<file path="config.mk">
export PLATFORM = sky130hd
export DESIGN_NAME = config_regbank_shadowed_flat
export DESIGN_NICKNAME = d
export VERILOG_FILES = /design/src/rtl/config_regbank_shadowed_if.sv /design/src/rtl/config_regbank_shadowed.sv /design/src/flat_wrapper.sv
export SDC_FILE = /design/constraint.sdc
export NUM_CORES = 1
export LEC_CHECK = 0
export BUFFER_PORTS_ARGS = -buffer_cell sky130_fd_sc_hd__buf_2
export CORE_MARGIN = 8
export CORE_UTILIZATION = 57
export DETAILED_ROUTE_END_ITERATION = 10
export GPL_TIMING_DRIVEN = 0
export PLACE_DENSITY_LB_ADDON = 0.12
export SYNTH_ARGS = -nofsm -noshare
export SYNTH_HDL_FRONTEND = slang
export SYNTH_SLANG_ARGS = --single-unit
export TNS_END_PERCENT = 30
</file>
<file path="constraint.sdc">
create_clock -name PCIE_dma_engine_clk -period 4.14 [get_ports PCIE_dma_engine_clk]
set_clock_uncertainty 0.2 [all_clocks]
set_input_delay 1.242 -clock PCIE_dma_engine_clk [delete_from_list [all_inputs] [get_ports PCIE_dma_engine_clk]]
set_output_delay 1.242 -clock PCIE_dma_engine_clk [all_outputs]
set_load 0.1 [all_outputs]
</file>
<file path="src/rtl/config_regbank_shadowed_if.sv">
// ---------------------------------------------------------------------------
// config_regbank_shadowed_if
// Register-access bus between the PCIe register decoder (master) and the
// shadowed configuration register bank (slave).
//   wr_valid / wr_ready : write handshake, transfer when both are high
//   wr_addr / wr_data   : write register index and data
//   rd_en / rd_addr     : read request (always accepted) and register index
//   rd_data / rd_valid  : read response, one cycle after rd_en
// ---------------------------------------------------------------------------
interface config_regbank_shadowed_if #(
    parameter int ADDR_W = 4,
    parameter int DATA_W = 8
);
    logic              wr_valid;
    logic              wr_ready;
    logic [ADDR_W-1:0] wr_addr;
    logic [DATA_W-1:0] wr_data;
    logic              rd_en;
    logic [ADDR_W-1:0] rd_addr;
    logic [DATA_W-1:0] rd_data;
    logic              rd_valid;

    modport master (
        output wr_valid, wr_addr, wr_data, rd_en, rd_addr,
        input  wr_ready, rd_data, rd_valid
    );

    modport slave (
        input  wr_valid, wr_addr, wr_data, rd_en, rd_addr,
        output wr_ready, rd_data, rd_valid
    );
endinterface

</file>
<file path="src/rtl/config_regbank_shadowed.sv">
// ---------------------------------------------------------------------------
// config_regbank_shadowed
// Bank of NUM_REGS configuration registers written from the PCIe DMA engine.
// Registers flagged in COMMIT_MASK are shadowed: writes land in a staging
// copy and become active one cycle after a commit strobe. Other registers
// are direct and take effect on the write edge.
// Optional feature macro: CFG_LOCK_EN (adds cfg_lock input that rejects
// writes while high).
// Ports:
//   PCIE_dma_engine_clk : clock, rising edge
//   rst                 : synchronous reset, active-high
//   bus                 : register access bus (slave modport)
//   commit              : pulse, apply staged shadow values
//   cfg_lock            : (CFG_LOCK_EN only) reject writes while high
//   cfg_out             : active values, reg i at [i*DATA_W +: DATA_W]
//   cfg_update          : per-register 1-cycle change pulse
//   pending             : staged shadow write waiting for commit
//   wr_err              : 1-cycle pulse on a rejected write
//   err_cnt             : saturating count of wr_err pulses
// ---------------------------------------------------------------------------
module config_regbank_shadowed #(
    parameter int                            NUM_REGS    = 4,
    parameter int                            DATA_W      = 8,
    parameter int                            ADDR_W      = 4,
    parameter logic [NUM_REGS*DATA_W-1:0]    RST_VALS    = {8'd0, 8'd0, 8'd0, 8'd25},
    parameter logic [NUM_REGS-1:0]           COMMIT_MASK = 4'b0110
) (
    input  logic                         PCIE_dma_engine_clk,
    input  logic                         rst,
    config_regbank_shadowed_if.slave     bus,
    input  logic                         commit,
`ifdef CFG_LOCK_EN
    input  logic                         cfg_lock,
`endif
    output logic [NUM_REGS*DATA_W-1:0]   cfg_out,
    output logic [NUM_REGS-1:0]          cfg_update,
    output logic                         pending,
    output logic                         wr_err,
    output logic [7:0]                   err_cnt
);

    localparam logic [ADDR_W:0] NUM_REGS_L = (ADDR_W+1)'(NUM_REGS);

    typedef enum logic [0:0] {
        ST_IDLE   = 1'b0,
        ST_COMMIT = 1'b1
    } state_t;

    state_t              state_r;
    state_t              state_nxt_s;

    logic [DATA_W-1:0]   active_r     [NUM_REGS];
    logic [DATA_W-1:0]   shadow_r     [NUM_REGS];
    logic [DATA_W-1:0]   active_nxt_s [NUM_REGS];
    logic [DATA_W-1:0]   shadow_nxt_s [NUM_REGS];
    logic [NUM_REGS-1:0] upd_s;
    logic [NUM_REGS-1:0] cfg_update_r;

    logic                wr_ready_s;
    logic                apply_s;
    logic                lock_s;
    logic                wr_fire_s;
    logic                in_range_s;
    logic                wr_ok_s;
    logic                wr_bad_s;
    logic                shadow_wr_s;
    logic                pending_r;
    logic                wr_err_r;
    logic [7:0]          err_cnt_r;
    logic [DATA_W-1:0]   rd_mux_s;
    logic [DATA_W-1:0]   rd_data_r;
    logic                rd_valid_r;

`ifdef CFG_LOCK_EN
    assign lock_s = cfg_lock;
`else
    assign lock_s = 1'b0;
`endif

    // Out-of-range and locked writes are still accepted on the bus, only discarded.
    assign wr_fire_s  = bus.wr_valid & wr_ready_s;
    assign in_range_s = ({1'b0, bus.wr_addr} < NUM_REGS_L);
    assign wr_ok_s    = wr_fire_s & in_range_s & ~lock_s;
    assign wr_bad_s   = wr_fire_s & (~in_range_s | lock_s);

    // FSM state register.
    always_ff @(posedge PCIE_dma_engine_clk) begin
        if (rst) begin
            state_r <= ST_IDLE;
        end else begin
            state_r <= state_nxt_s;
        end
    end

    // FSM next state: a commit only matters if something is staged, including a
    // shadow write accepted in the very same cycle.
    always_comb begin
        state_nxt_s = ST_IDLE;
        case (state_r)
            ST_IDLE: begin
                if (commit && (pending_r || shadow_wr_s)) begin
                    state_nxt_s = ST_COMMIT;
                end else begin
                    state_nxt_s = ST_IDLE;
                end
            end
            ST_COMMIT: state_nxt_s = ST_IDLE;
            default:   state_nxt_s = ST_IDLE;
        endcase
    end

    // FSM outputs: writes are held off for the single COMMIT cycle.
    always_comb begin
        wr_ready_s = 1'b1;
        apply_s    = 1'b0;
        case (state_r)
            ST_IDLE: begin
                wr_ready_s = 1'b1;
                apply_s    = 1'b0;
            end
            ST_COMMIT: begin
                wr_ready_s = 1'b0;
                apply_s    = 1'b1;
            end
            default: begin
                wr_ready_s = 1'b1;
                apply_s    = 1'b0;
            end
        endcase
    end

    assign bus.wr_ready = wr_ready_s;

    // Next register values and change detection; writes and commit application
    // never coincide because wr_ready is low during COMMIT.
    always_comb begin
        shadow_wr_s = 1'b0;
        for (int i = 0; i < NUM_REGS; i++) begin
            active_nxt_s[i] = active_r[i];
            shadow_nxt_s[i] = shadow_r[i];
            if (wr_ok_s && ({1'b0, bus.wr_addr} == (ADDR_W+1)'(i))) begin
                if (COMMIT_MASK[i]) begin
                    shadow_nxt_s[i] = bus.wr_data;
                    shadow_wr_s     = 1'b1;
                end else begin
                    active_nxt_s[i] = bus.wr_data;
                end
            end else if (apply_s && COMMIT_MASK[i]) begin
                active_nxt_s[i] = shadow_r[i];
            end else begin
                active_nxt_s[i] = active_r[i];
            end
            upd_s[i] = (active_nxt_s[i] != active_r[i]);
        end
    end

    // Active and shadow register storage plus change pulses.
    always_ff @(posedge PCIE_dma_engine_clk) begin
        if (rst) begin
            for (int i = 0; i < NUM_REGS; i++) begin
                active_r[i] <= RST_VALS[i*DATA_W +: DATA_W];
                shadow_r[i] <= RST_VALS[i*DATA_W +: DATA_W];
            end
            cfg_update_r <= '0;
        end else begin
            for (int i = 0; i < NUM_REGS; i++) begin
                active_r[i] <= active_nxt_s[i];
                shadow_r[i] <= shadow_nxt_s[i];
            end
            cfg_update_r <= upd_s;
        end
    end

    // Pending flag, error pulse and saturating error counter.
    always_ff @(posedge PCIE_dma_engine_clk) begin
        if (rst) begin
            pending_r <= 1'b0;
            wr_err_r  <= 1'b0;
            err_cnt_r <= 8'd0;
        end else begin
            if (apply_s) begin
                pending_r <= 1'b0;
            end else if (shadow_wr_s) begin
                pending_r <= 1'b1;
            end else begin
                pending_r <= pending_r;
            end
            wr_err_r <= wr_bad_s;
            if (wr_bad_s && (err_cnt_r != 8'hFF)) begin
                err_cnt_r <= err_cnt_r + 8'd1;
            end else begin
                err_cnt_r <= err_cnt_r;
            end
        end
    end

    // Read mux: software sees the staged value for shadowed registers.
    always_comb begin
        rd_mux_s = '0;
        for (int i = 0; i < NUM_REGS; i++) begin
            if ({1'b0, bus.rd_addr} == (ADDR_W+1)'(i)) begin
                rd_mux_s = COMMIT_MASK[i] ? shadow_r[i] : active_r[i];
            end else begin
                rd_mux_s = rd_mux_s;
            end
        end
    end

    // Read response register; data holds between reads.
    always_ff @(posedge PCIE_dma_engine_clk) begin
        if (rst) begin
            rd_valid_r <= 1'b0;
            rd_data_r  <= '0;
        end else begin
            rd_valid_r <= bus.rd_en;
            if (bus.rd_en) begin
                rd_data_r <= rd_mux_s;
            end else begin
                rd_data_r <= rd_data_r;
            end
        end
    end

    assign bus.rd_valid = rd_valid_r;
    assign bus.rd_data  = rd_data_r;

    // Flatten active registers onto the datapath bus.
    always_comb begin
        cfg_out = '0;
        for (int i = 0; i < NUM_REGS; i++) begin
            cfg_out[i*DATA_W +: DATA_W] = active_r[i];
        end
    end

    assign cfg_update = cfg_update_r;
    assign pending    = pending_r;
    assign wr_err     = wr_err_r;
    assign err_cnt    = err_cnt_r;

endmodule

</file>
<file path="src/flat_wrapper.sv">
// flat-port wrapper written by rule: the top's interface ports become plain ports
module config_regbank_shadowed_flat 
#(
    parameter int                            NUM_REGS    = 4,
    parameter int                            DATA_W      = 8,
    parameter int                            ADDR_W      = 4,
    parameter logic [NUM_REGS*DATA_W-1:0]    RST_VALS    = {8'd0, 8'd0, 8'd0, 8'd25},
    parameter logic [NUM_REGS-1:0]           COMMIT_MASK = 4'b0110
)
  (PCIE_dma_engine_clk, rst, commit, cfg_out, cfg_update, pending, wr_err, err_cnt, bus_wr_valid, bus_wr_addr, bus_wr_data, bus_rd_en, bus_rd_addr, bus_wr_ready, bus_rd_data, bus_rd_valid);
  config_regbank_shadowed_if #(.ADDR_W(ADDR_W), .DATA_W(DATA_W)) bus_i ();
  input  logic PCIE_dma_engine_clk;
  input  logic rst;
  input  logic commit;
  output logic [NUM_REGS*DATA_W-1:0] cfg_out;
  output logic [NUM_REGS-1:0] cfg_update;
  output logic pending;
  output logic wr_err;
  output logic [7:0] err_cnt;
  input wire logic [$bits(bus_i.wr_valid)-1:0] bus_wr_valid;
  input wire logic [$bits(bus_i.wr_addr)-1:0] bus_wr_addr;
  input wire logic [$bits(bus_i.wr_data)-1:0] bus_wr_data;
  input wire logic [$bits(bus_i.rd_en)-1:0] bus_rd_en;
  input wire logic [$bits(bus_i.rd_addr)-1:0] bus_rd_addr;
  output wire logic [$bits(bus_i.wr_ready)-1:0] bus_wr_ready;
  output wire logic [$bits(bus_i.rd_data)-1:0] bus_rd_data;
  output wire logic [$bits(bus_i.rd_valid)-1:0] bus_rd_valid;
  assign bus_i.wr_valid = bus_wr_valid;
  assign bus_i.wr_addr = bus_wr_addr;
  assign bus_i.wr_data = bus_wr_data;
  assign bus_i.rd_en = bus_rd_en;
  assign bus_i.rd_addr = bus_rd_addr;
  assign bus_wr_ready = bus_i.wr_ready;
  assign bus_rd_data = bus_i.rd_data;
  assign bus_rd_valid = bus_i.rd_valid;
  config_regbank_shadowed #(.NUM_REGS(NUM_REGS), .DATA_W(DATA_W), .ADDR_W(ADDR_W), .RST_VALS(RST_VALS), .COMMIT_MASK(COMMIT_MASK)) u_core (.PCIE_dma_engine_clk(PCIE_dma_engine_clk), .rst(rst), .bus(bus_i), .commit(commit), .cfg_out(cfg_out), .cfg_update(cfg_update), .pending(pending), .wr_err(wr_err), .err_cnt(err_cnt));
endmodule
</file>
After elaboration in Yosys (flattened, before gate mapping)
Memory sizes are Yosys's and may differ from the RTL's.
Cells that the tools add are included.
{"block": "totals", "regBits": 24, "ram_bits": 64, "output_inout_bits": 56, "memories": 2}
{"memory": "u_core.active_r", "depth": 4, "width": 8, "rd": 4, "rd_ports_with_merged_regs": 0, "write_ports": 4, "line_no": "config_regbank_shadowed.sv:52", "text": "logic [DATA_W-1:0] active_r [NUM_REGS];"}
{"memory": "u_core.shadow_r", "depth": 4, "width": 8, "rd": 2, "rd_ports_with_merged_regs": 0, "write_ports": 4, "line_no": "config_regbank_shadowed.sv:53", "text": "logic [DATA_W-1:0] shadow_r [NUM_REGS];"}
{"block": "op_classes", "add_sub_neg": 1, "n_mux": 29, "reduce_logical": 11, "magnitude_cmp": 1, "eq_ne": 12, "bitwise": 13}
{"cell": "8-bit 2-to-1 mux", "n": 20}
{"cell": "8-bit != test", "n": 4}
{"cell": "4-bit by 2-bit equality test with 1-bit output, second input constant", "n": 4}
{"cell": "8-bit by 1-bit adder with 8-bit output, second input constant", "n": 1}
{"cell": "4-bit by 1-bit equality test with 1-bit output, second input constant", "n": 2}
{"cell": "4-bit logical NOT", "n": 2}
{"cell": "8-bit != test, second input constant", "n": 1}
{"cell": "1-bit bitwise OR", "n": 8}
{"cell": "1-bit logical AND", "n": 6}
{"cell": "1-bit 2-to-1 mux", "n": 6}
{"cell": "1-bit one-hot mux with 2 select lines", "n": 3}
{"cell": "4-bit by 3-bit less-than comparator with 1-bit output, second input constant", "n": 1}
{"cell": "1-bit bitwise AND", "n": 3}
{"cell": "1-bit inverter", "n": 2}
{"cell": "2-bit AND reduction", "n": 1}
{"cell": "2-bit OR reduction", "n": 1}
{"cell": "1-bit logical OR", "n": 1}
{"cell": "0-bit != test", "n": 1}

Depth between registers and ports, before layout
{"block": "depth", "ltp_word": 11, "depth_mapped": 6, "ltp_nobuf": 5}

Least setup slack after synthesis
No wires, ideal clock.
{"block": "synth_path", "path_kind": "register to output", "from": "register u_core.state_r", "to": "output bus_wr_ready", "stages_incl_launch_ff": 4, "arrival_ns": 1.327, "required_time_ns": 2.698, "path_slack_ns": 1.371, "path_cell_list": "dfxtp_1 > buf_2 > buf_2 > inv_1"}
{"block": "synth_between", "elab_chain_len": 2}
{"item": "start: declaration", "line_no": "config_regbank_shadowed.sv:49", "text": "state_t state_r;"}
{"item": "start signal: assignment", "line_no": "config_regbank_shadowed.sv:91", "text": "state_r <= state_nxt_s;"}
{"item": "1-bit inverter"}
{"item": "1-bit one-hot mux with 2 select lines *", "line_no": "config_regbank_shadowed.sv:116", "text": "case (state_r)"}
{"item": "end: declaration", "line_no": "flat_wrapper.sv:25", "text": "output wire logic [$bits(bus_i.wr_ready)-1:0] bus_wr_ready;"}
Mark *: on every way between the ends. The rest lies on a longest branch, timed or not.

Final worst setup path
Ends and elaborated chain as after synthesis.

==> qor.csv <==
stage;metric;value;unit
timing;fmax;0.315;GHz
drt;first_pass_iters;4;
worst_setup_path;critPathCaptureType;primary output;
worst_hold_path;hold_class;reg2reg;
worst_setup_path;r2r.worst_path.cells;6;
synthesis;syn_inst;341;
cells_and_area;multi_input_area;0.00168;mm2
timing;fin_crit;3.18;ns
timing;tightest_slew;0.862;ns
synthesis;netlist_area;0.00324;mm2
floorplanning;coreArea;0.00551;mm2
placed_design;place.gp.congestion;0.886;
synthesis;synth_cell_types;37;
floorplanning;die_w;91.4;um
floorplanning;die_h;91.4;um
worst_setup_path;startpoint_type;flip-flop;
worst_setup_path;rr_endpoint;u_core.shadow_r[1][1]$_SDFFE_PP0P_;
worst_setup_path;crit_fanout;10;
cells_and_area;mostFrequentLayoutCell;dfxtp_1;
drt;ant_nets;0;
timing;slew_headroom;0.421;
power;leakagePower;1.80;nW
cts;post_cts_resized;0;
timing;report.final.setup_viol;0;
timing;grt_setup_unrepaired;no;
worst_setup_path;cp.required;2.70;ns
worst_setup_path;critPathSlowestCell;dfxtp_1;
power;cellPowerDensity;404;mW/mm2
worst_setup_path;worstSetupPathType;reg2out;
status;status;complete, no violations;
worst_hold_path;worstHoldStart;u_core.err_cnt[7]$_SDFFE_PP0P_;
synthesis;async_flop_share;0;
floorplanning;rows;27;
synthesis;avgSynthCellArea;9.50;um2
cts;ctsHoldBuffers;0;
global_routing;grt_first_pass_wirelength;14000;um
worst_setup_path;cpMostUsedCell;buf_2;
worst_setup_path;cp_top_family;buffers and inverters;
run;cap_violations;0;
floorplanning;pin_count;77;
synthesis;ys_ff_latch;72;
cells_and_area;area_delta_synth_final;20.4;%
drt;wire_per_inst;17.6;um
worst_setup_path;cp.arrival;1.74;ns
drt;vias_per_cell;5.57;
timing;worst_slack;0.962;ns
synthesis;synth_warnings;0;
timing;tns;0;ns
worst_hold_path;whs_path_depth;1;
timing;slew_viol_final;0;
worst_setup_path;path_cells;buf_2, buf_2, inv_1, buf_2;
timing;post-route-period-util;0.768;
synthesis;synth-edff-count;0;
cells_and_area;layout-drive-gt1-share;0.242;
cts;cts_buffers;9;
drt;vias;2753;
cts;cts_tree;done;
worst_setup_path;critPathMaxStageDelay;0.37;ns
cts;insertion_delay;0.34;ns
cells_and_area;mostFrequentLayoutCells;72 x dfxtp_1, 69 x buf_2, 50 x nor2_1;
placed_design;hpwlAfterDp;6430;um
timing;whs;0.300;ns
placed_design;io_buffers;65;
synthesis;synthFlopType;dfxtp_1;
drt;drt_iter0_markers;115;
cts;post-cts-setup-buffers;0;
synthesis;synth_nets;363;
worst_setup_path;worstSetupStartpoint;u_core.state_r$_SDFF_PP0_;
worst_hold_path;hold_end;u_core.err_cnt[7]$_SDFFE_PP0P_;
drt;drc;0;
cts;cts_sinks;72;
worst_setup_path;reg2reg_from;u_core.state_r$_SDFF_PP0_;
drt;routed_wl;8710;um
cells_and_area;regArea;0.00144;mm2
timing;finalHoldViolations;0;
cts;htreeDepth;3;
cells_and_area;num-fill-cells;460;
cts;path_clk_slew;0.08;ns
placed_design;place_ws;1.23;ns
power;power.total;1.58;mW
placed_design;dp_cells;478;
global_routing;grt_antenna_before_repair;0;
floorplanning;start_util;0.588;
global_routing;grt.overflow.total;0;
global_routing;grt_pass1_vias;2815;
cells_and_area;n_antenna_cell;0;
floorplanning;dieArea;0.00835;mm2
power;peakVddDrop;0.297;mV
global_routing;groute.usage.overall;0.211;
synthesis;seq_area_frac_synth;0.445;
cts;clockBufferDepth;2;
cts;clock-root-buffer;clkbuf_8;
global_routing;grt_max_degree;13;
cells_and_area;nets;439;
cells_and_area;stdcell_count;494;
worst_setup_path;ff2ff_setup_slack;2.27;ns
worst_setup_path;path_buf_inv;4;
==> layer usage <==
layer / routed length [um] / vias up / GRT usage
li1: - / 1340 / -
met1: 3850 / 1322 / 0.242
met2: 4210 / 77 / 0.348
met3: 483 / 14 / 0.0609
met4: 169 / 0 / 0.109
met5: 0 / - / 0
==> power by group <==
| part | internal [mW] | leakage (nW) | switching (mW) |
|---|---|---|---|
| Clock | 0.417 | 0.124 | 0.263 |
| Combinational | 0.0444 | 1.09 | 0.137 |
| Sequential | 0.704 | 0.583 | 0.0102 |
==> Yosys cell counts, drive strengths merged (4+ instances only) <==
cell type,number,area share
dfxtp,72,0.45
nor2,50,0.058
mux2i,41,0.13
xor2,24,0.065
nand2,20,0.023
clkbuf,19,0.022
nand3,11,0.017
a31oi,10,0.019
mux2,9,0.031
o21bai,9,0.021
xnor2,9,0.024
a21oi,8,0.012
a22oi,8,0.019
buf,7,0.013
nor4,7,0.014
nand3b,6,0.014
a211oi,5,0.012
nor3,4,0.0062
==> cell type report <==
type | instances | area share
multi-input combinational | 242 | 0.430
sequential | 72 | 0.370
timing repair buffer | 65 | 0.0834
clock buffer | 11 | 0.0363
buffer | 26 | 0.0295
clock inverter | 5 | 0.0266
tap | 72 | 0.0231
inverter | 1 | 0.000963
==> state kept, by name (all words and copies together), names as in the netlist <==
signal,cells
u_core.bus.rd_data,8
u_core.pending,1
u_core.shadow_r,16
u_core.cfg_update,4
u_core.err_cnt,8
u_core.state_r,1
u_core.bus.rd_valid,1
u_core.active_r,32
u_core.wr_err,1
==> kinds of logic (layout without fill, tap and decap cells) <==
group,after synthesis,count (layout),synth area share
DFF,72,72,0.445
and+or+nand+nor,115,115,0.178
buffers and inverters,27,108,0.0367
adders and majority gates,1,1,0.00386
xor gates and xnor gates,33,33,0.0893
muxes,50,50,0.158
AOI/OAI and AO/OA,43,43,0.0893
==> through the flow <==
step / utilization / area, um2
2_1_floorplan: - / 3240
3_3_place_gp: 0.663 / 3650
3_5_place_dp: 0.663 / 3650
4_1_cts: 0.708 / 3900
5_1_grt: 0.708 / 3900
6_report: 0.708 / 3900
==> worst max-delay path by stage <==
stage	to	slack [ns]	depth (start not counted)
5_1_grt	bus_wr_ready	0.88	4
3_5_place_dp	u_core.shadow_r[1][1]$_SDFFE_PP0P_	1.23	7
2_1_floorplan	bus_wr_ready	1.37	3
4_1_cts	bus_wr_ready	0.95	4
3_3_place_gp	u_core.shadow_r[1][4]$_SDFFE_PP0P_	1.33	7
6_report	bus_wr_ready	0.96	4
Note: power is estimated with default switching activity, not from simulation.
